### src/rtl/pwm_decoder.sv
// pwm_decoder: recovers the DATA_W-bit sample from a fixed-period PWM stream.
// A frame starts on a rising edge and lasts PERIOD clocks. The sample is the number
// of high clocks in the frame. An all-low frame decodes as 0. An all-high frame, or a
// rising edge at the wrong time, is reported as a frame error and clears lock.
module pwm_decoder #(
    parameter int unsigned DATA_W      = 11,
    parameter int unsigned PERIOD      = 2048,
    parameter int unsigned SYNC_STAGES = 2
) (
    input  logic              clock,
    input  logic              reset,
    input  logic              pwm_in,
    output logic [DATA_W-1:0] sample,
    output logic              sample_valid,
    output logic              locked,
    output logic              frame_err,
    output logic [7:0]        err_count
);

    localparam int unsigned PW = DATA_W + 1;
    localparam logic [PW-1:0] C_PERIOD    = PW'(PERIOD);
    localparam logic [PW-1:0] C_PERIOD_M1 = PW'(PERIOD - 1);
    localparam logic [PW-1:0] C_PONE      = PW'(1);
    localparam logic [DATA_W-1:0] C_HONE  = DATA_W'(1);

    typedef enum logic [1:0] {
        SEARCH,
        HIGH,
        LOW,
        ZERO
    } state_t;

    logic [SYNC_STAGES-1:0] r_sync;
    logic                   r_lvl;
    logic                   r_lvl_prev;
    logic                   w_rise;

    state_t                 r_state, w_state_nxt;
    logic [PW-1:0]          r_pcnt, w_pcnt_nxt;
    logic [DATA_W-1:0]      r_hcnt, w_hcnt_nxt;
    logic [DATA_W-1:0]      r_sample, w_sample_nxt;
    logic                   r_valid, w_valid_nxt;
    logic                   r_err, w_err_nxt;
    logic                   r_locked, w_locked_nxt;
    logic [7:0]             r_err_count;

    // Synchroniser chain plus the level/previous-level pair for edge detection.
    // Everything resets high so an input already high at release is not seen as a rise.
    // r_lvl registers the last sync stage so the decision sees a full cycle of margin;
    // the output latency is therefore SYNC_STAGES+1 clocks from the first sampling edge.
    always_ff @(posedge clock) begin
        if (reset) begin
            r_sync     <= '1;
            r_lvl      <= 1'b1;
            r_lvl_prev <= 1'b1;
        end else begin
            r_sync     <= {r_sync[SYNC_STAGES-2:0], pwm_in};
            r_lvl      <= r_sync[SYNC_STAGES-1];
            r_lvl_prev <= r_lvl;
        end
    end

    assign w_rise = r_lvl & ~r_lvl_prev;

    // Frame decoder next-state logic.
    // r_pcnt holds the number of frame cycles seen before the current one.
    always_comb begin
        w_state_nxt  = r_state;
        w_pcnt_nxt   = r_pcnt;
        w_hcnt_nxt   = r_hcnt;
        w_sample_nxt = r_sample;
        w_valid_nxt  = 1'b0;
        w_err_nxt    = 1'b0;
        w_locked_nxt = r_locked;
        case (r_state)
            SEARCH: begin
                if (w_rise) begin
                    w_state_nxt = HIGH;
                    w_pcnt_nxt  = C_PONE;
                    w_hcnt_nxt  = C_HONE;
                end
            end
            HIGH: begin
                if (r_lvl) begin
                    // The current cycle is the PERIOD-th and it is still high:
                    // the frame is all-high.
                    if (r_pcnt == C_PERIOD_M1) begin
                        w_err_nxt    = 1'b1;
                        w_locked_nxt = 1'b0;
                        w_state_nxt  = SEARCH;
                    end else begin
                        w_pcnt_nxt = r_pcnt + C_PONE;
                        w_hcnt_nxt = r_hcnt + C_HONE;
                    end
                end else begin
                    w_pcnt_nxt  = r_pcnt + C_PONE;
                    w_state_nxt = LOW;
                end
            end
            LOW: begin
                if (w_rise) begin
                    if (r_pcnt == C_PERIOD) begin
                        w_sample_nxt = r_hcnt;
                        w_valid_nxt  = 1'b1;
                        w_locked_nxt = 1'b1;
                    end else begin
                        w_err_nxt    = 1'b1;
                        w_locked_nxt = 1'b0;
                    end
                    w_state_nxt = HIGH;
                    w_pcnt_nxt  = C_PONE;
                    w_hcnt_nxt  = C_HONE;
                end else if (r_pcnt == C_PERIOD) begin
                    w_sample_nxt = r_hcnt;
                    w_valid_nxt  = 1'b1;
                    w_locked_nxt = 1'b1;
                    w_state_nxt  = ZERO;
                    w_pcnt_nxt   = C_PONE;
                end else begin
                    w_pcnt_nxt = r_pcnt + C_PONE;
                end
            end
            ZERO: begin
                if (w_rise) begin
                    if (r_pcnt == C_PERIOD) begin
                        w_sample_nxt = '0;
                        w_valid_nxt  = 1'b1;
                    end else begin
                        w_err_nxt    = 1'b1;
                        w_locked_nxt = 1'b0;
                    end
                    w_state_nxt = HIGH;
                    w_pcnt_nxt  = C_PONE;
                    w_hcnt_nxt  = C_HONE;
                end else if (r_pcnt == C_PERIOD) begin
                    w_sample_nxt = '0;
                    w_valid_nxt  = 1'b1;
                    w_pcnt_nxt   = C_PONE;
                end else begin
                    w_pcnt_nxt = r_pcnt + C_PONE;
                end
            end
            default: begin
                w_state_nxt = SEARCH;
            end
        endcase
    end

    // Decoder state, counters and registered outputs.
    always_ff @(posedge clock) begin
        if (reset) begin
            r_state  <= SEARCH;
            r_pcnt   <= '0;
            r_hcnt   <= '0;
            r_sample <= '0;
            r_valid  <= 1'b0;
            r_err    <= 1'b0;
            r_locked <= 1'b0;
        end else begin
            r_state  <= w_state_nxt;
            r_pcnt   <= w_pcnt_nxt;
            r_hcnt   <= w_hcnt_nxt;
            r_sample <= w_sample_nxt;
            r_valid  <= w_valid_nxt;
            r_err    <= w_err_nxt;
            r_locked <= w_locked_nxt;
        end
    end

    // Saturating error counter, stepped in the same edge as the frame_err pulse.
    always_ff @(posedge clock) begin
        if (reset) begin
            r_err_count <= '0;
        end else if (w_err_nxt && (r_err_count != 8'hFF)) begin
            r_err_count <= r_err_count + 8'd1;
        end
    end

    assign sample       = r_sample;
    assign sample_valid = r_valid;
    assign locked       = r_locked;
    assign frame_err    = r_err;
    assign err_count    = r_err_count;

endmodule

### config.mk
export PLATFORM = sky130hd
export DESIGN_NAME = pwm_decoder
export DESIGN_NICKNAME = d
export VERILOG_FILES = /design/src/rtl/pwm_decoder.sv
export SDC_FILE = /design/constraint.sdc
export NUM_CORES = 1
export LEC_CHECK = 0
export ABC_AREA = 1
export BUFFER_PORTS_ARGS = -buffer_cell sky130_fd_sc_hd__buf_2
export CORE_ASPECT_RATIO = 0.7
export CORE_MARGIN = 8
export CORE_UTILIZATION = 39
export DETAILED_ROUTE_END_ITERATION = 10
export GPL_ROUTABILITY_DRIVEN = 0
export PLACE_DENSITY_LB_ADDON = 0.08
export SKIP_CTS_REPAIR_TIMING = 1
export SYNTH_ARGS = -nofsm -noshare
export SYNTH_HDL_FRONTEND = slang
export SYNTH_SLANG_ARGS = --single-unit
### constraint.sdc
create_clock -name clock -period 2.7 [get_ports clock]
set_input_delay 0.54 -clock clock [delete_from_list [all_inputs] [get_ports clock]]
set_output_delay 0.54 -clock clock [all_outputs]
set_load 0.03 [all_outputs]
# Word level (Yosys, flattened, before mapping)
# Cells that the tools add are included.
[classes]
mux = 32
eq_ne = 19
n_bitwise = 3
n_reduce_logical = 13
addsub = 3
[op_table]
columns = ["operator", "count"]
rows = [
  ["$mux W12", 5],
  ["$mux W11", 5],
  ["$pmux W11 S2", 2],
  ["$pmux W12 S3", 1],
  ["$ne A2 B2 Y1 const B", 8],
  ["$add A12 B1 Y12 const B", 1],
  ["$eq A12 B11 Y1 const B", 1],
  ["$eq A12 B12 Y1 const B", 1],
  ["$add A11 B1 Y11 const B", 1],
  ["$mux W1", 11],
  ["$mux W2", 5],
  ["$ne A3 B3 Y1 const B", 3],
  ["$reduce_and A3 Y1", 3],
  ["$add A8 B1 Y8 const B", 1],
  ["$ne A8 B8 Y1 const B", 1],
  ["$pmux W2 S3", 1],
  ["$reduce_and A6 Y1", 1],
  ["$reduce_or A2 Y1", 3],
  ["$eq A2 B2 Y1 const B", 2],
  ["$ne A2 B1 Y1 const B", 2],
  ["$pmux W1 S3", 1],
  ["$reduce_bool A3 Y1", 1],
  ["$reduce_or A3 Y1", 1],
  ["$eq A2 B1 Y1 const B", 1],
  ["7 further kinds", 8],
]
[word_totals]
in_bits = 3
ff_bits = 51
word_cells = 81
out_inout_bits = 22

# Logic depth before layout (Yosys ltp)
[logic_depth]
depth_word = 5
ltp_mapped = 12
depth_no_buf = 12

# Worst setup path after synthesis
# OpenSTA, ideal clock, no wires.
[synth_timing]
path_kind = "reg-to-reg"
startpoint = "register r_err_count[1], in the netlist err_count[1]"
endpoint = "register r_err_count[0], in the netlist err_count[0]"
setup_ns = 0.113
t_required_ns = 2.587
setup_slack_ns = 1.079
n_path_buf = 0
synth_period_minus_slack_ns = 1.621
arrival_ns = 1.508
path_stages_with_launch = 9
cell_sequence = "dfxtp_1 > ha_1 > nand2_1 > nor2_1 > nand3_2 > nand3_4 > nand2_1 > nand2_1 > nor2_1"
[synth_via]
elab_chain_cells = 2
[synth_lines]
columns = ["element", "line_no", "source"]
rows = [
  ["start: declaration", "45", "logic [7:0] r_err_count;"],
  ["start signal: assignment", "175", "r_err_count <= r_err_count + 8'd1;"],
  ["$ne A8 B8 Y1", "174", "end else if (w_err_nxt && (r_err_count != 8'hFF)) begin"],
  ["$logic_and A1 B1 Y1", "174", ""],
]
# Every way passes these cells.
# A chain may end at the register's enable or synchronous reset.

# Final worst setup path
[layout_timing]
startpoint = "register r_state[1]"
endpoint = "register r_pcnt[11]"
[layout_via]
elab_chain_cells = 3
word_cells_on_any_way = 9
cone_classes = "eq/ne (5); mux (1); reduce/logical (3)"
[layout_lines]
columns = ["element", "line_no", "source"]
rows = [
  ["start: declaration", "38", "state_t r_state, w_state_nxt;"],
  ["start signal: assignment", "160", "r_state <= w_state_nxt;"],
  ["$eq A2 B2 Y1, or another cell as far along", "75", "case (r_state)"],
  ["$reduce_or A2 Y1 (no source line), or another cell as far along", "-", ""],
  ["$pmux W12 S3 / $reduce_and A2 Y1 (equally long branches)", "-", ""],
  ["end signal: assignment", "161", "r_pcnt <= w_pcnt_nxt;"],
  ["end: declaration", "39", "logic [PW-1:0] r_pcnt, w_pcnt_nxt;"],
]
# Several ways; a longest one is shown, not always the timed one.

==> impl_table.tex <==
\begin{tabular}{lr}
\hline
Metric & Value \\
\hline
\multicolumn{2}{l}{\textbf{Status}} \\
Result of the run & complete, no violations \\
\multicolumn{2}{l}{\textbf{Yosys}} \\
Number of flip-flops and latches in the synthesized netlist & 51 \\
Share of synthesized area occupied by flip-flops and latches & 0.383 \\
Async S/R FF share, synth & 0 \\
Mapped Area & 2670 um2 \\
Largest cells by area after synthesis & dfxtp\_1, nand2\_1, nand3\_1 \\
Simple-gate share of the synthesized area & 0.372 \\
Most used DFF post-synth & dfxtp\_1 \\
Synth cell types & 30 \\
Cell types with the highest counts after synthesis & nand2\_1, dfxtp\_1, nand3\_1, nor2\_1, inv\_1 \\
Synth Net Count & 381 \\
Top-count cell post-synth & nand2\_1 \\
Adder-cell share of the synthesized area & 0.0375 \\
Largest area contributor in the netlist & dfxtp\_1 \\
Proportion of netlist area held by the largest area contributor & 0.383 \\
Share of the synthesized netlist area taken by xor and xnor gates & 0.0296 \\
Synthesized area per cell & 7.21 um2 \\
Main combinational cell family by area after synthesis & simple AND/OR/NAND/NOR gates \\
Compound-gate portion of the synthesized area & 0.103 \\
Syn. warnings & 0 \\
Synthesized netlist cell count & 370 \\
Post-synthesis mux area share & 0 \\
Number of flops mapped to enable cells by yosys & 0 \\
\multicolumn{2}{l}{\textbf{Cells and area}} \\
Share of cells above drive strength 1 & 0.144 \\
Diodes inserted & 0 \\
Area of all placed cells without fillers & 2970 um2 \\
Area grow syn2layout & 11.5\% \\
Fin nets & 405 \\
\multicolumn{2}{l}{\textbf{Hold path}} \\
Worst hold path endpoint & r\_sync[0]\$\_SDFF\_PP1\_ \\
Hold/Removal Path Class & primary input to flop \\
Worst Hold Launch & pwm\_in \\
Worst hold path stage count & 2 \\
\multicolumn{2}{l}{\textbf{Routing}} \\
Final WL & 6570 um \\
Count of routing violations after the opening detailed-route iteration & 192 \\
DRC errors left & 0 \\
Residual antenna-violating net count after detailed routing & 0 \\
Average vias per placed instance & 5.10 \\
Number of iterations in the first detailed-routing pass & 4 \\
Total via count in the routed design & 2496 \\
Wire per inst & 13.4 um \\
\multicolumn{2}{l}{\textbf{Run}} \\
Number of violations of the max-capacitance limit & 0 \\
\multicolumn{2}{l}{\textbf{STA}} \\
Setup Total Neg Slack & 0 ns \\
Transition at the pin with the smallest max-transition slack & 0.486 ns \\
Worst setup margin & 0.903 ns \\
Shortest clock period the worst path allows after layout & 1.80 ns \\
Worst slew margin relative to its limit & 0.675 \\
Unrepaired setup endpoints after global routing & false \\
Final Max Slew Viols & 0 \\
Largest clock skew in the final design & 0.0156 ns \\
Post-route worst hold slack & 0.407 ns \\
Max Fclk & 557 MHz \\
Total of endpoints with negative setup slack in the final report & 0 \\
Fin crit share & 0.665 \\
Hold violation total from the final report & 0 \\
\multicolumn{2}{l}{\textbf{Worst setup path}} \\
Required time of the critical path & 2.91 ns \\
Kind of critical path & flop to flop \\
Critical Path Fanout Max & 11 \\
Worst reg2reg endpoint & r\_pcnt[11]\$\_SDFFE\_PP0P\_ \\
Arrival time reported for the critical path endpoint & 2.00 ns \\
Worst reg2reg path depth & 10 \\
CP endpoint kind & flop \\
Critical path launch point type & flop \\
Worst reg2reg startpoint & r\_state[1]\$\_SDFFE\_PP0P\_ \\
Worst R2R Setup Slack & 0.90 ns \\
\multicolumn{2}{l}{\textbf{Floorplanning}} \\
Row count & 25 \\
Die outline width & 115 um \\
Die boundary height & 85.2 um \\
Overall die area & 9780 um2 \\
Core Box Area & 6690 um2 \\
Ports & 25 \\
Starting utilization of the core area & 0.398 \\
\multicolumn{2}{l}{\textbf{Placement}} \\
Pre-CTS setup slack & 0.902 ns \\
Cell area after placement & 2880 um2 \\
Post-DP HPWL & 4890 um \\
Port bufs & 24 \\
\multicolumn{2}{l}{\textbf{Pwr}} \\
Peak supply drop & 0.000331 V \\
Relative contribution of combinational cells to total power & 0.291 \\
Cell-internal power & 1.12 mW \\
Power density of the placed cells & 609 nW/um2 \\
Overall power of the completed layout & 1.81 mW \\
Switching share of power & 0.380 \\
Sequential Power Share & 0.449 \\
Switching power & 0.689 mW \\
Share of total power in the clock network & 0.260 \\
Standby leakage power & 1.15 nW \\
\multicolumn{2}{l}{\textbf{Global route}} \\
Pin count of the biggest net entering global routing & 23 \\
Tot GR Track Use & 0.140 \\
Total congestion overflow after global routing & 0 \\
Number of global-route vias before repair & 2271 \\
Global-route wire length before repair & 11200 um \\
Antenna violations before repair & 0 \\
\multicolumn{2}{l}{\textbf{Clock network}} \\
Maximum root-to-sink buffer count & 2 \\
Number of buffers added by the clock tree synthesis step & 5 \\
Clock slew at reported path FFs & 0.10 ns \\
Number of sinks handled by clock tree synthesis & 51 \\
Latest clock arrival within the worst-skew pair & 0.32 ns \\
CTS tree & built \\
Root Buffer & clkbuf\_8 \\
Maximum level of the CTS H-tree & 2 \\
\hline
\end{tabular}
==> flip-flops by register name, indices dropped and copies added (netlist names) <==
signal and count:
r_lvl_prev 1, err_count 8, r_sync 2, sample_valid 1, r_state 2, r_lvl 1, locked 1, frame_err 1
r_hcnt 11, sample 11, r_pcnt 12
==> worst max path at each step <==
stage                                         start                   endpoint  cells past startpoint
final                       r_state[1]$_SDFFE_PP0P_    r_pcnt[11]$_SDFFE_PP0P_                     10
after CTS                   r_state[0]$_SDFFE_PP0P_     sample[8]$_SDFFE_PP0P_                      6
after floorplan           err_count[1]$_SDFFE_PP0P_  err_count[0]$_SDFFE_PP0P_                      8
after detailed placement    r_state[0]$_SDFFE_PP0P_     sample[8]$_SDFFE_PP0P_                      6
after global routing        r_state[0]$_SDFFE_PP0P_     sample[4]$_SDFFE_PP0P_                      6
after global placement       r_pcnt[0]$_SDFFE_PP0P_     r_hcnt[2]$_SDFFE_PP0P_                      9
==> layout by cell type, fill, tap and decap left out, types with 2 or more instances in the layout <==
cell,n
nand4_1,20
ha_1,8
xor2_1,9
nor2_1,39
a21oi_1,26
nand3_1,40
dfxtp_1,51
o21ai_0,7
o31ai_1,12
nor3_1,12
or2_2,3
inv_1,38
nor2_4,2
buf_4,3
nand2_2,5
a31oi_1,2
clkinv_4,2
buf_2,24
nand2_1,71
nand2_4,3
nand3_2,4
clkbuf_8,5
==> final cells by class <==
| cell class | instances | area (um2) |
|---|---|---|
| clock inverter | 3 | 25.0 |
| clock buffer | 5 | 68.8 |
| timing repair buffer | 27 | 143 |
| inverter | 40 | 153 |
| fill | 708 | 3720 |
| tap | 94 | 118 |
| sequential | 51 | 1020 |
| multi-input combinational | 269 | 1450 |
==> cell families after synthesis <==
kind of cell             Yosys count
flip-flops                        51
adder cells (fa/ha/maj)            8
XOR/XNOR                           9
AO/OA/AOI/OAI                     48
buffers and inverters             50
AND/OR/NAND/NOR                  204
==> metrics by stage <==
stage	utilization	std cells
after CTS	0.444	489
final	0.444	489
after global routing	0.444	489
after global placement	0.430	481
after detailed placement	0.430	481
after floorplan	-	370
==> layer usage <==
layer,part of all wire,up-vias,global-route usage
li1,-,1286,-
met1,0.55,1133,0.212
met2,0.38,72,0.191
met3,0.068,5,0.0333
met4,0.0055,0,0.0321
met5,0,-,0
==> power by group through the flow <==
stage          Clock (mW)  Combinational [mW]  Sequential, mW
6_report            0.471               0.527           0.814
2_1_floorplan           0               0.400           0.834
4_1_cts             0.483               0.527           0.814
3_3_place_gp            0               0.526           0.832
3_5_place_dp            0               0.523           0.831
5_1_grt             0.513               0.589           0.819
==> critical path: stages, from the launching register on <==
cell and delay (ns):
dfxtp_1 0.39, inv_1 0.07, ha_1 0.32, nand2_1 0.12
inv_1 0.07, nand3_2 0.15, nand3_1 0.16, nor2_1 0.22
nand3_1 0.09, nand3_1 0.07, nor2_1 0.04
No activity file was read; power rests on OpenSTA's default activity.
